File: src/rtl/key_pulse_conditioner.sv
// Pushbutton/switch front end: 2-flop sync, per-key debounce FSM, one-cycle press pulses,
// and start-key operand capture. Define AUTO_REPEAT_EN to add held-key auto-repeat pulses.
//
//   state        | meaning
//   IDLE         | key released and accepted as released
//   PRESS_WAIT   | synced key pressed, counting stable-press cycles
//   HELD         | press accepted, level = 1
//   RELEASE_WAIT | synced key released, counting stable-release cycles, level still 1
module key_pulse_conditioner #(
  parameter int unsigned N_KEYS          = 4,
  parameter int unsigned X_W             = 4,
  parameter int unsigned DEBOUNCE_CYCLES = 500000,
  parameter int unsigned CNT_W           = 20,
  parameter int unsigned START_KEY       = 1,
  parameter int unsigned CLEAR_KEY       = 2,
  parameter int unsigned REPEAT_DELAY    = 25000000,
  parameter int unsigned REPEAT_PERIOD   = 5000000
) (
  input  logic              clock,
  input  logic              reset,
  input  logic [N_KEYS-1:0] key_n,
  input  logic [X_W-1:0]    sw,
  output logic [N_KEYS-1:0] press,
  output logic [N_KEYS-1:0] level,
  output logic [X_W-1:0]    x_latched,
  output logic              x_valid
);

  typedef enum logic [1:0] {IDLE, PRESS_WAIT, HELD, RELEASE_WAIT} key_state_e;

  localparam logic [CNT_W-1:0] CNT_LAST = CNT_W'(DEBOUNCE_CYCLES - 1);

  // Elaboration-time sanity checks on the configuration.
  if (CNT_W < $clog2(DEBOUNCE_CYCLES)) begin : g_cnt_w_check
    $error("CNT_W too narrow for DEBOUNCE_CYCLES-1");
  end
  if (START_KEY >= N_KEYS || CLEAR_KEY >= N_KEYS) begin : g_key_idx_check
    $error("START_KEY/CLEAR_KEY out of range");
  end
  if (REPEAT_DELAY == 0 || REPEAT_PERIOD == 0) begin : g_repeat_check
    $error("REPEAT_DELAY and REPEAT_PERIOD must be non-zero");
  end

  logic [N_KEYS-1:0] key_meta_q, key_sync_q;
  logic [X_W-1:0]    sw_meta_q, sw_sync_q;
  key_state_e        state_q [N_KEYS];
  key_state_e        state_d [N_KEYS];
  logic [CNT_W-1:0]  cnt_q [N_KEYS];
  logic [CNT_W-1:0]  cnt_d [N_KEYS];
  logic [N_KEYS-1:0] press_q, press_d;
  logic [N_KEYS-1:0] level_q, level_d;
  logic [X_W-1:0]    x_latched_q, x_latched_d;
  logic              x_valid_q, x_valid_d;

`ifdef AUTO_REPEAT_EN
  localparam int unsigned RPT_MAX = (REPEAT_DELAY > REPEAT_PERIOD) ? REPEAT_DELAY : REPEAT_PERIOD;
  localparam int unsigned RPT_W   = $clog2(RPT_MAX + 1);
  localparam logic [RPT_W-1:0] RPT_FIRST = RPT_W'(REPEAT_DELAY - 1);
  localparam logic [RPT_W-1:0] RPT_NEXT  = RPT_W'(REPEAT_PERIOD - 1);

  logic [RPT_W-1:0]  rpt_q [N_KEYS];
  logic [RPT_W-1:0]  rpt_d [N_KEYS];
`endif

  always_comb begin
    for (int i = 0; i < N_KEYS; i++) begin
      state_d[i] = state_q[i];
      cnt_d[i]   = cnt_q[i];
      press_d[i] = 1'b0;
`ifdef AUTO_REPEAT_EN
      rpt_d[i]   = rpt_q[i];
`endif
      case (state_q[i])
        IDLE: begin
          cnt_d[i] = '0;
          if (key_sync_q[i]) state_d[i] = PRESS_WAIT;
        end
        PRESS_WAIT: begin
          // A drop in the synced key takes priority over the terminal count.
          if (!key_sync_q[i]) begin
            state_d[i] = IDLE;
            cnt_d[i]   = '0;
          end else if (cnt_q[i] == CNT_LAST) begin
            state_d[i] = HELD;
            cnt_d[i]   = '0;
            press_d[i] = 1'b1;
`ifdef AUTO_REPEAT_EN
            rpt_d[i]   = RPT_FIRST;
`endif
          end else begin
            cnt_d[i] = cnt_q[i] + 1'b1;
          end
        end
        HELD: begin
          cnt_d[i] = '0;
          if (!key_sync_q[i]) begin
            state_d[i] = RELEASE_WAIT;
`ifdef AUTO_REPEAT_EN
            rpt_d[i]   = '0;
`endif
          end
`ifdef AUTO_REPEAT_EN
          else if (rpt_q[i] == '0) begin
            press_d[i] = 1'b1;
            rpt_d[i]   = RPT_NEXT;
          end else begin
            rpt_d[i] = rpt_q[i] - 1'b1;
          end
`endif
        end
        RELEASE_WAIT: begin
          if (key_sync_q[i]) begin
            state_d[i] = HELD;
            cnt_d[i]   = '0;
`ifdef AUTO_REPEAT_EN
            rpt_d[i]   = RPT_FIRST;
`endif
          end else if (cnt_q[i] == CNT_LAST) begin
            state_d[i] = IDLE;
            cnt_d[i]   = '0;
          end else begin
            cnt_d[i] = cnt_q[i] + 1'b1;
          end
        end
        default: begin
          state_d[i] = IDLE;
          cnt_d[i]   = '0;
        end
      endcase
      level_d[i] = (state_d[i] == HELD) || (state_d[i] == RELEASE_WAIT);
    end

    // Capture is applied last so it wins over a simultaneous clear.
    x_latched_d = x_latched_q;
    x_valid_d   = x_valid_q;
    if (press_d[CLEAR_KEY]) x_valid_d = 1'b0;
    if (press_d[START_KEY]) begin
      x_latched_d = sw_sync_q;
      x_valid_d   = 1'b1;
    end
  end

  always_ff @(posedge clock) begin
    if (reset) begin
      key_meta_q  <= '0;
      key_sync_q  <= '0;
      sw_meta_q   <= '0;
      sw_sync_q   <= '0;
      press_q     <= '0;
      level_q     <= '0;
      x_latched_q <= '0;
      x_valid_q   <= 1'b0;
      for (int i = 0; i < N_KEYS; i++) begin
        state_q[i] <= IDLE;
        cnt_q[i]   <= '0;
`ifdef AUTO_REPEAT_EN
        rpt_q[i]   <= '0;
`endif
      end
    end else begin
      key_meta_q  <= ~key_n;
      key_sync_q  <= key_meta_q;
      sw_meta_q   <= sw;
      sw_sync_q   <= sw_meta_q;
      press_q     <= press_d;
      level_q     <= level_d;
      x_latched_q <= x_latched_d;
      x_valid_q   <= x_valid_d;
      for (int i = 0; i < N_KEYS; i++) begin
        state_q[i] <= state_d[i];
        cnt_q[i]   <= cnt_d[i];
`ifdef AUTO_REPEAT_EN
        rpt_q[i]   <= rpt_d[i];
`endif
      end
    end
  end

  assign press     = press_q;
  assign level     = level_q;
  assign x_latched = x_latched_q;
  assign x_valid   = x_valid_q;

endmodule

File: config.mk
export PLATFORM = sky130hd
export DESIGN_NAME = key_pulse_conditioner
export DESIGN_NICKNAME = d
export VERILOG_FILES = /design/src/rtl/key_pulse_conditioner.sv
export SDC_FILE = /design/constraint.sdc
export NUM_CORES = 1
export LEC_CHECK = 0
export ABC_AREA = 1
export ABC_CLOCK_PERIOD_IN_PS = 1400
export CORE_MARGIN = 1.5
export CORE_UTILIZATION = 30
export CTS_BUF_LIST = sky130_fd_sc_hd__clkbuf_8
export CTS_CLUSTER_SIZE = 28
export DETAILED_ROUTE_END_ITERATION = 8
export GPL_ROUTABILITY_DRIVEN = 0
export PLACE_DENSITY_LB_ADDON = 0.2
export SYNTH_ARGS = -nofsm -noshare
export SYNTH_HDL_FRONTEND = slang
export SYNTH_SLANG_ARGS = --single-unit
export TNS_END_PERCENT = 1
File: constraint.sdc
create_clock -name clock -period 1.4 [get_ports clock]
set_input_delay 0.14 -clock clock [delete_from_list [all_inputs] [get_ports clock]]
set_output_delay 0.14 -clock clock [all_outputs]
set_load 0.005 [all_outputs]
==> impl_metrics.env, run 1 <==
export IMPL_initial_utilization_pct=30.46
export IMPL_place_area_um2=6600
export IMPL_synth_nets=761
export IMPL_syn2layout_area_growth_pct=32.76
export IMPL_maxCapViolCount=0
export IMPL_critical_path_max_stage_delay_ns=0.35
export IMPL_rsz0062_at_grt="true"
export IMPL_hold_ws_ns=0.2134
export IMPL_setup_viol=15
export IMPL_setup_tns_ns=-0.1061
export IMPL_crit_path_end_kind="flop"
export IMPL_violations="setup timing"
export IMPL_clk_pin_slew_ns=0.07
export IMPL_cts_tree="built"
export IMPL_syn_inst=747
export IMPL_cpLargestDelayFamily="simple AND/OR/NAND/NOR gates"
export IMPL_routed_wl_mm=12.19
export IMPL_drt_vias_per_instance=4.235
export IMPL_fmax_mhz=705.4
export IMPL_crit_chain="ha_4 > nand2_4 > nor2_4 > nand3_2 > nor2_4 > nand3_4 > nor2_1 > nor2_1"
export IMPL_worstPathArrival_ns=1.74
export IMPL_hold_start="key_n[3]"
export IMPL_yosysWarnings=0
export IMPL_insertion_delay_ns=0.43
export IMPL_die_area_um2=18930
export IMPL_portBuffers=22
export IMPL_grt_overflow=0
export IMPL_post_route_util_pct=40.44
export IMPL_yosys_area_share_simple_pct=40.45
export IMPL_first_pass_iters=5
export IMPL_ff2ff_setup_slack_ns=-0.02
export IMPL_grt_max_degree=20
export IMPL_cts_buffers=17
export IMPL_finClkSkew_ns=0.009936
export IMPL_final_nets=889
export IMPL_slew_headroom_pct=73.44
export IMPL_n_antenna_cell=0
export IMPL_core_um2=17840
export IMPL_dpl_hpwl_mm=9.307
export IMPL_min_period_ns=1.418
export IMPL_avgSynthCellArea_um2=7.276
export IMPL_cts_buffer_depth=2
export IMPL_ant_nets=0
export IMPL_cts_htree_levels=4
export IMPL_postLayoutCellArea_um2=7216
export IMPL_final_common_cell="nor2_1"
export IMPL_ys_ff_latch=116
export IMPL_grt_first_pass_wirelength_mm=21.02
export IMPL_cp_required_ns=1.72
export IMPL_timing_worst_slew_pin_value_ns=0.3953
export IMPL_finalPower_uw=6292
export IMPL_p_leak_uw=0.002763
export IMPL_criticalPathCategory="reg2reg"
export IMPL_ir_drop_mv=0.7996
export IMPL_synth_area_um2=5435
export IMPL_drc=0
export IMPL_synthAdderAreaFrac_pct=0.9208
export IMPL_postCtsHoldBufs=0
export IMPL_hold_violations=0
export IMPL_vias=4730
export IMPL_grt_pass1_vias=4580
export IMPL_whs_endpoint="key_meta_q[3]$_SDFF_PP0_"
export IMPL_post_route_period_util_pct=101.3
export IMPL_synth_top_family_by_area="simple AND/OR/NAND/NOR gates"
export IMPL_synth_compound_area_share_pct=2.509
export IMPL_layout_drive_gt1_share_pct=28.72
export IMPL_synth_area_mux_share_pct=0
export IMPL_fillers=1858
export IMPL_setup_ws_ns=-0.01770
export IMPL_num_rows=49
export IMPL_ys_seq_area_share_pct=42.73
export IMPL_io_pins=23
export IMPL_grt_total_usage_pct=14.38
export IMPL_clock_sinks=116
export IMPL_crit_fanout=9
export IMPL_critical_path_buf_inv_count=0
export IMPL_reg2reg_to="x_latched[0]$_SDFFE_PP0P_"
export IMPL_drv_slew=0
export IMPL_status="finished with violations"
export IMPL_synth_xor_area_share_pct=4.995
export IMPL_critPathLaunchType="flop"
export IMPL_rr_startpoint="cnt_q[1][0]$_SDFF_PP0_"
export IMPL_p_per_area_nw_per_um2=872.0
export IMPL_die_w_um=137.6
export IMPL_worstHoldPathCells=2
export IMPL_r2r_cells=8
export IMPL_hp_class="in2reg"
export IMPL_wl_per_cell_um=10.91
export IMPL_initialDrtViolationCount=209
export IMPL_root_buffer="clkbuf_8"
export IMPL_antenna_found_initial=0
export IMPL_final_cell_mix="nor2_1, nand2_1, dfxtp_1"
export IMPL_die_y_um=137.6
export IMPL_synth_distinct_cells=35
export IMPL_slowest_stage="dfxtp_2"
[kinds of logic (layout without fill, tap and decap cells)]
logic type | count (synthesis) | in the layout
DFF | 116 | 116
buffers and inverters | 108 | 249
and+or+nand+nor | 461 | 461
AOI/OAI and AO/OA | 27 | 27
adders and majority gates | 4 | 4
xor gates and xnor gates | 31 | 31
[synth_stat cells]
library cell	count	area, µm²
a21oi_1	18	90.09
nor2_4	13	146.4
nand4_1	16	100.1
and2_1	1	6.260
clkinv_1	1	3.750
or2_4	1	8.760
inv_2	6	22.52
ha_1	4	50.05
a31oi_1	1	6.260
nand3_2	4	40.04
buf_2	2	10.01
nand2_1	141	529.3
nand2_4	3	33.78
nand2_2	6	37.54
nor3_2	7	70.07
nor2_1	156	585.6
nor3_1	33	165.2
nand3b_1	2	15.01
nand3_1	40	200.2
buf_6	3	33.78
nand3_4	2	35.03
dfxtp_1	116	2322
xnor2_1	5	43.79
and3_1	2	12.51
or2_1	1	6.260
o21ai_0	7	35.03
o21ai_1	1	5.000
buf_12	1	20.02
inv_1	90	337.8
nor2_2	32	200.2
buf_4	2	15.01
inv_4	1	6.260
or2_2	1	6.260
xor2_1	26	227.7
clkbuf_1	2	7.510
[metal layers]
layer  vias to the layer above  track usage [%]  wire length [µm]
met4                         0            4.211               124
met1                      2073            19.50              6466
met2                        60            21.56              5183
li1                       2586                -                 -
met3                        11            4.783               413
met5                         -                0                 0
[registers in the layout, summed over array words and instances, names as in the netlist]
signal and cells:
sw_meta_q 4, key_sync_q 4, key_meta_q 4, level 3, cnt_q 80, x_latched 4, sw_sync_q 4, press 4
state_q 8, x_valid 1
[where the power goes]
part           switching (µW)  internal, µW  total, µW
clock network            1350          1510       2850
logic                    51.6          50.5        102
registers                13.1          3320       3340
total                    1410          4880       6290
[stage by stage]
| step | cells | worst slack, ns |
|---|---|---|
| 3_5_place_dp | 1083 | -0.1440 |
| 6_report | 1117 | -0.01770 |
| 2_1_floorplan | 747 | -0.01323 |
| 5_1_grt | 1117 | -0.1860 |
| 3_3_place_gp | 1083 | -0.1472 |
| 4_1_cts | 1117 | -0.05838 |
[area by class of cell]
| cell class | instances | area [µm²] | share of cell area (%) |
|---|---|---|---|
| tap | 229 | 286.5 | 3.971 |
| sequential | 116 | 2349 | 32.55 |
| timing repair buffer | 119 | 968.4 | 13.42 |
| inverter | 98 | 380.4 | 5.271 |
| multi-input combinational | 523 | 2867 | 39.73 |
| clock inverter | 12 | 90.09 | 1.248 |
| clock buffer | 20 | 275.3 | 3.815 |
[how the worst max path moves through the flow]
stage	to	from	depth (start not counted)	slack, ns
finish	x_latched[0]$_SDFFE_PP0P_	cnt_q[1][0]$_SDFF_PP0_	8	-0.02
global route	cnt_q[0][18]$_SDFF_PP0_	cnt_q[0][0]$_SDFF_PP0_	10	-0.19
CTS	x_latched[3]$_SDFFE_PP0P_	cnt_q[1][0]$_SDFF_PP0_	9	-0.06
detailed placement	cnt_q[1][16]$_SDFF_PP0_	cnt_q[1][1]$_SDFF_PP0_	9	-0.14
global placement	cnt_q[1][16]$_SDFF_PP0_	cnt_q[1][0]$_SDFF_PP0_	9	-0.15
floorplan	cnt_q[3][15]$_SDFF_PP0_	cnt_q[3][0]$_SDFF_PP0_	9	-0.01
[repair_timing]
item	4_1_cts	5_1_grt
cloned	0	0
pin swaps	4	3
buffers inserted	2	0
endpoints found under the setup margin	100	96
resized for setup	50	38
No activity file was read; power rests on OpenSTA's default activity.
==> inputs of run 2 (changes only) <==
--- a/config.mk
+++ b/config.mk
@@ -8,7 +8,7 @@
 export ABC_AREA = 1
 export ABC_CLOCK_PERIOD_IN_PS = 1400
 export CORE_MARGIN = 1.5
-export CORE_UTILIZATION = 30
+export CORE_UTILIZATION = 57
 export CTS_BUF_LIST = sky130_fd_sc_hd__clkbuf_8
 export CTS_CLUSTER_SIZE = 28
 export DETAILED_ROUTE_END_ITERATION = 8
==> impl_metrics.env, run 2 (same netlist as run 1, synthesis figures left out) <==
export IMPL_status="finished with violations"
export IMPL_violations="setup timing"
export IMPL_routed_wl_mm=12.22
export IMPL_syn2layout_area_growth_pct=27.65
export IMPL_drc=0
export IMPL_root_buffer="clkbuf_8"
export IMPL_slew_headroom_pct=72.93
export IMPL_final_cells=989
export IMPL_crit_path_end_kind="flop"
export IMPL_portBuffers=22
export IMPL_grt_util_met1_pct=29.72
export IMPL_first_pass_iters=4
export IMPL_postCtsHoldBufs=0
export IMPL_worstPathArrival_ns=1.76
export IMPL_rr_startpoint="cnt_q[0][1]$_SDFF_PP0_"
export IMPL_cts_buffers=17
export IMPL_ir_drop_mv=0.9773
export IMPL_layout_drive_gt1_share_pct=26.86
export IMPL_crit_fanout=3
export IMPL_grt_max_degree=20
export IMPL_crit_end="state_q[0][0]$_SDFF_PP0_"
export IMPL_setup_ws_ns=-0.03857
export IMPL_r2r_cells=9
export IMPL_critPathLaunchType="flop"
export IMPL_core_um2=9240
export IMPL_crit_chain="ha_4 > nand2_4 > nor2_4 > inv_2 > nor2_4 > nand3_4 > nor2_2 > buf_4 > nor2_1"
export IMPL_n_antenna_cell=0
export IMPL_p_leak_uw=0.002688
export IMPL_hold_violations=0
export IMPL_num_rows=35
export IMPL_dpl_cell_count=955
export IMPL_postLayoutCellArea_um2=6938
export IMPL_timing_worst_slew_pin_value_ns=0.4029
export IMPL_cts_buffer_depth=2
export IMPL_initial_utilization_pct=58.82
export IMPL_rsz0062_at_grt="true"
export IMPL_fmax_mhz=695.1
export IMPL_maxCapViolCount=0
export IMPL_die_y_um=100.7
export IMPL_grt_pass1_vias=4808
export IMPL_final_nets=861
export IMPL_grt_first_pass_wirelength_mm=20.64
export IMPL_ant_nets=0
export IMPL_grt_overflow=0
export IMPL_crit_path_frequent_cell="nor2_4"
export IMPL_die_area_um2=10130
export IMPL_p_per_area_nw_per_um2=940.1
export IMPL_clk_pin_slew_ns=0.08
export IMPL_wl_per_cell_um=12.35
export IMPL_largest_reg_flops=80
export IMPL_drv_slew=0
export IMPL_place_area_um2=6252
export IMPL_vias=4931
export IMPL_post_route_period_util_pct=102.8
export IMPL_min_period_ns=1.439
export IMPL_drt_vias_per_instance=4.986
export IMPL_post_route_util_pct=75.08
export IMPL_cts_tree="built"
export IMPL_initialDrtViolationCount=119
export IMPL_antenna_found_initial=0
export IMPL_max_flop_register="cnt_q"
export IMPL_worstSetupStartpoint="cnt_q[0][1]$_SDFF_PP0_"
export IMPL_hold_ws_ns=0.2025
export IMPL_path_depth=9
export IMPL_grt_total_usage_pct=25.80
export IMPL_insertion_delay_ns=0.44
export IMPL_clock_sinks=116
export IMPL_grtUsageMet3_pct=6.727
export IMPL_final_common_cell="nor2_1"
export IMPL_hp_class="in2reg"
export IMPL_slowest_stage="dfxtp_2"
export IMPL_cp_required_ns=1.72
export IMPL_finClkSkew_ns=0.01083
export IMPL_io_pins=23
export IMPL_criticalPathCategory="reg2reg"
export IMPL_die_w_um=100.7
export IMPL_cpLargestDelayFamily="simple AND/OR/NAND/NOR gates"
export IMPL_ff2ff_setup_slack_ns=-0.04
export IMPL_finalPower_uw=6522
export IMPL_reg2reg_to="state_q[0][0]$_SDFF_PP0_"
export IMPL_use_met2_pct=45.01
export IMPL_final_cell_mix="nor2_1, nand2_1, dfxtp_1"
export IMPL_critical_path_buf_inv_count=2
export IMPL_grt_busiest_layer="met2"
export IMPL_dpl_hpwl_mm=8.513
export IMPL_critical_path_max_stage_delay_ns=0.36
export IMPL_cts_htree_levels=4
export IMPL_reg_top3="cnt_q (80), state_q (8)"
export IMPL_setup_viol=15
[run 2: worst min path at each step]
stage,from,endpoint,slack (ns),depth (start not counted)
finish,key_n[3],key_meta_q[3]$_SDFF_PP0_,0.20,2
global route,key_n[3],key_meta_q[3]$_SDFF_PP0_,0.21,2
CTS,key_n[3],key_meta_q[3]$_SDFF_PP0_,0.18,2
detailed placement,key_meta_q[1]$_SDFF_PP0_,key_sync_q[1]$_SDFF_PP0_,0.40,2
global placement,key_meta_q[3]$_SDFF_PP0_,key_sync_q[3]$_SDFF_PP0_,0.39,2
floorplan,key_n[3],key_meta_q[3]$_SDFF_PP0_,0.21,1
[run 2: metrics by stage]
stage	TNS, ns	worst slack (ns)
floorplan	-0.09575	-0.01323
global placement	-4.939	-0.1166
detailed placement	-7.740	-0.1786
CTS	-1.491	-0.07292
global route	-4.335	-0.1483
finish	-0.1796	-0.03857
[run 2: repair_timing]
| action | 4_1_cts | 5_1_grt |
|---|---|---|
| pin swaps | 9 | 12 |
| setup endpoints to repair | 93 | 98 |
| buffers inserted | 1 | 1 |
| resized for setup | 43 | 51 |
[run 2: routing by layer]
layer	wire length, µm	part of all wire, %	up-vias
li1	-	-	2525
met2	6173	51	94
met4	251	2.1	0
met5	0	0	-
met1	5381	44	2287
met3	410	3.4	25
[run 2: area by class of cell]
| class | count | area (µm²) |
|---|---|---|
| Fill cell | 698 | 2302 |
| Clock inverter | 14 | 153.9 |
| Clock buffer | 18 | 247.7 |
| Timing Repair Buffer | 91 | 757.0 |
| Sequential cell | 116 | 2347 |
| Tap cell | 129 | 161.4 |
| Multi-Input combinational cell | 523 | 2890 |
| Inverter | 98 | 380.4 |
[run 2: report_power, final]
group          internal (µW)  total, µW  leakage (µW)  switching, µW
logic                   50.3        101       0.00155           51.1
registers               3320       3330      0.000947           10.5
clock network           1640       3090      0.000196           1450
total                   5010       6520       0.00269           1510
==> inputs of run 3 (changes only) <==
--- a/config.mk
+++ b/config.mk
@@ -14,6 +14,7 @@
 export DETAILED_ROUTE_END_ITERATION = 8
 export GPL_ROUTABILITY_DRIVEN = 0
 export PLACE_DENSITY_LB_ADDON = 0.2
+export SKIP_LAST_GASP = 1
 export SYNTH_ARGS = -nofsm -noshare
 export SYNTH_HDL_FRONTEND = slang
 export SYNTH_SLANG_ARGS = --single-unit
==> impl_metrics.env, run 3 (same netlist as run 1, synthesis figures left out) <==
export IMPL_worstSetupStartpoint="cnt_q[1][1]$_SDFF_PP0_"
export IMPL_io_pins=23
export IMPL_final_nets=862
export IMPL_syn2layout_area_growth_pct=25.02
export IMPL_p_seq_share_pct=51.1
export IMPL_post_route_period_util_pct=106.5
export IMPL_dpl_hpwl_mm=8.513
export IMPL_wl_per_cell_um=12.05
export IMPL_setup_tns_ns=-3.437
export IMPL_final_cell_mix="nor2_1, nand2_1, dfxtp_1"
export IMPL_seqCellArea_um2=2332
export IMPL_root_buffer="clkbuf_8"
export IMPL_criticalPathCategory="reg2reg"
export IMPL_clockPowerShare_pct=47.3
export IMPL_cts_tree="built"
export IMPL_crit_path_end_kind="flop"
export IMPL_cts_htree_levels=4
export IMPL_first_pass_iters=4
export IMPL_clk_pin_slew_ns=0.07
export IMPL_rsz0062_at_grt="true"
export IMPL_initial_utilization_pct=58.82
export IMPL_p_per_area_nw_per_um2=959.5
export IMPL_critical_path_max_stage_delay_ns=0.35
export IMPL_cts_buffers=17
export IMPL_slowest_stage="dfxtp_2"
export IMPL_largest_reg_flops=80
export IMPL_p_int_uw=5014
export IMPL_grt_first_pass_wirelength_mm=20.18
export IMPL_routed_wl_mm=11.93
export IMPL_portBuffers=22
export IMPL_critical_path_buf_inv_count=0
export IMPL_num_rows=35
export IMPL_grt_overflow=0
export IMPL_cts_buffer_depth=2
export IMPL_critPathLaunchType="flop"
export IMPL_slew_headroom_pct=73.37
export IMPL_grt_max_degree=20
export IMPL_insertion_delay_ns=0.44
export IMPL_drv_slew=0
export IMPL_die_w_um=100.7
export IMPL_maxCapViolCount=0
export IMPL_swShare_pct=23.10
export IMPL_crit_fanout=4
export IMPL_hold_ws_ns=0.2047
export IMPL_fmax_mhz=670.6
export IMPL_crit_chain="ha_4 > nand2_4 > nor2_4 > nand3_2 > nor2_4 > nand2_2 > nand2_1 > nand2_1 > nor2_2"
export IMPL_n_antenna_cell=0
export IMPL_ant_nets=0
export IMPL_die_area_um2=10130
export IMPL_initialDrtViolationCount=124
export IMPL_core_um2=9240
export IMPL_timing_worst_slew_pin_value_ns=0.3964
export IMPL_post_route_util_pct=73.54
export IMPL_finalPower_uw=6520
export IMPL_hp_class="in2reg"
export IMPL_p_leak_uw=0.002498
export IMPL_status="finished with violations"
export IMPL_violations="setup timing"
export IMPL_clock_sinks=116
export IMPL_power_switching_uw=1506
export IMPL_cp_required_ns=1.76
export IMPL_setup_viol=87
export IMPL_drt_vias_per_instance=4.985
export IMPL_vias=4935
export IMPL_die_y_um=100.7
export IMPL_final_common_cell="nor2_1"
export IMPL_cpLargestDelayFamily="simple AND/OR/NAND/NOR gates"
export IMPL_ir_drop_mv=0.9763
export IMPL_multi_input_area_um2=2770
export IMPL_combPwrFrac_pct=1.5
export IMPL_fillers=723
export IMPL_final_cells=990
export IMPL_hold_violations=0
export IMPL_worstPathArrival_ns=1.85
export IMPL_max_flop_register="cnt_q"
export IMPL_rr_startpoint="cnt_q[1][1]$_SDFF_PP0_"
export IMPL_grt_pass1_vias=4755
export IMPL_grt_total_usage_pct=25.17
export IMPL_setup_ws_ns=-0.09130
export IMPL_reg_top3="cnt_q (80), state_q (8)"
export IMPL_hold_start="key_n[3]"
export IMPL_min_period_ns=1.491
export IMPL_dpl_cell_count=955
export IMPL_antenna_found_initial=0
export IMPL_drc=0
export IMPL_finClkSkew_ns=0.01299
export IMPL_layout_drive_gt1_share_pct=24.16
run 3: cell types whose count changed in the layout (fill, tap and decap cells not counted), sizes merged:
cell	before	now
dlymetal6s2s	3	0
inv	100	99
nand3	46	47
clkinv	7	8
clkdlybuf4s50	9	22
dlygate4sd2	10	0
run 3: layout make-up:
class / instances / area share (%)
multi-input combinational: 524 / 40.77
tap: 129 / 2.375
clock inverter: 14 / 2.265
timing repair buffer: 91 / 11.10
clock buffer: 18 / 3.646
sequential: 116 / 34.32
inverter: 98 / 5.524
run 3: worst reg2reg max path: stages (launching register included):
cell and delay, ns:
dfxtp_2 0.35, ha_4 0.15, nand2_4 0.06, nor2_4 0.13, nand3_2 0.09, nor2_4 0.24, nand2_2 0.11, nand2_1 0.08
nand2_1 0.08, nor2_2 0.13
run 3: layer usage:
| metal | part of all wire [%] | track usage, % | vias to the layer above |
|---|---|---|---|
| met5 | 0 | 0 | - |
| li1 | - | - | 2525 |
| met1 | 45 | 29.01 | 2281 |
| met3 | 3.7 | 6.935 | 24 |
| met4 | 1.9 | 11.27 | 0 |
| met2 | 49 | 43.50 | 105 |
run 3: metrics by stage:
| stage | area (µm²) | setup WS, ns |
|---|---|---|
| finish | 6795 | -0.09130 |
| global route | 6795 | -0.2053 |
| CTS | 6689 | -0.1081 |
| detailed placement | 6252 | -0.1786 |
| global placement | 6252 | -0.1166 |
| floorplan | 5441 | -0.01323 |
run 3: power groups by stage:
| stage | registers (µW) | logic, µW | clock network (µW) |
|---|---|---|---|
| 2_1_floorplan | 3410 | 49.4 | 0 |
| 3_3_place_gp | 3410 | 95.0 | 0 |
| 3_5_place_dp | 3410 | 98.5 | 0 |
| 4_1_cts | 3330 | 100 | 3140 |
| 5_1_grt | 3330 | 112 | 3300 |
| 6_report | 3330 | 101 | 3090 |
run 3: path summary, 6_finish.rpt:
| check | slack (ns) | depth (start not counted) | end |
|---|---|---|---|
| setup / recovery | -0.09 | 9 | level[1]$_SDFF_PP0_ |
| hold / removal | 0.20 | 2 | key_meta_q[3]$_SDFF_PP0_ |
| setup reg to reg | -0.09 | 9 | level[1]$_SDFF_PP0_ |
| hold reg to reg | 0.40 | 2 | key_sync_q[3]$_SDFF_PP0_ |
run 3: repair_timing:
action	CTS	global route
resized for setup	11	28
setup endpoints to repair	93	112
cloned	0	1
hold buffers	0	0
pin swaps	3	11
setup buffers	1	1
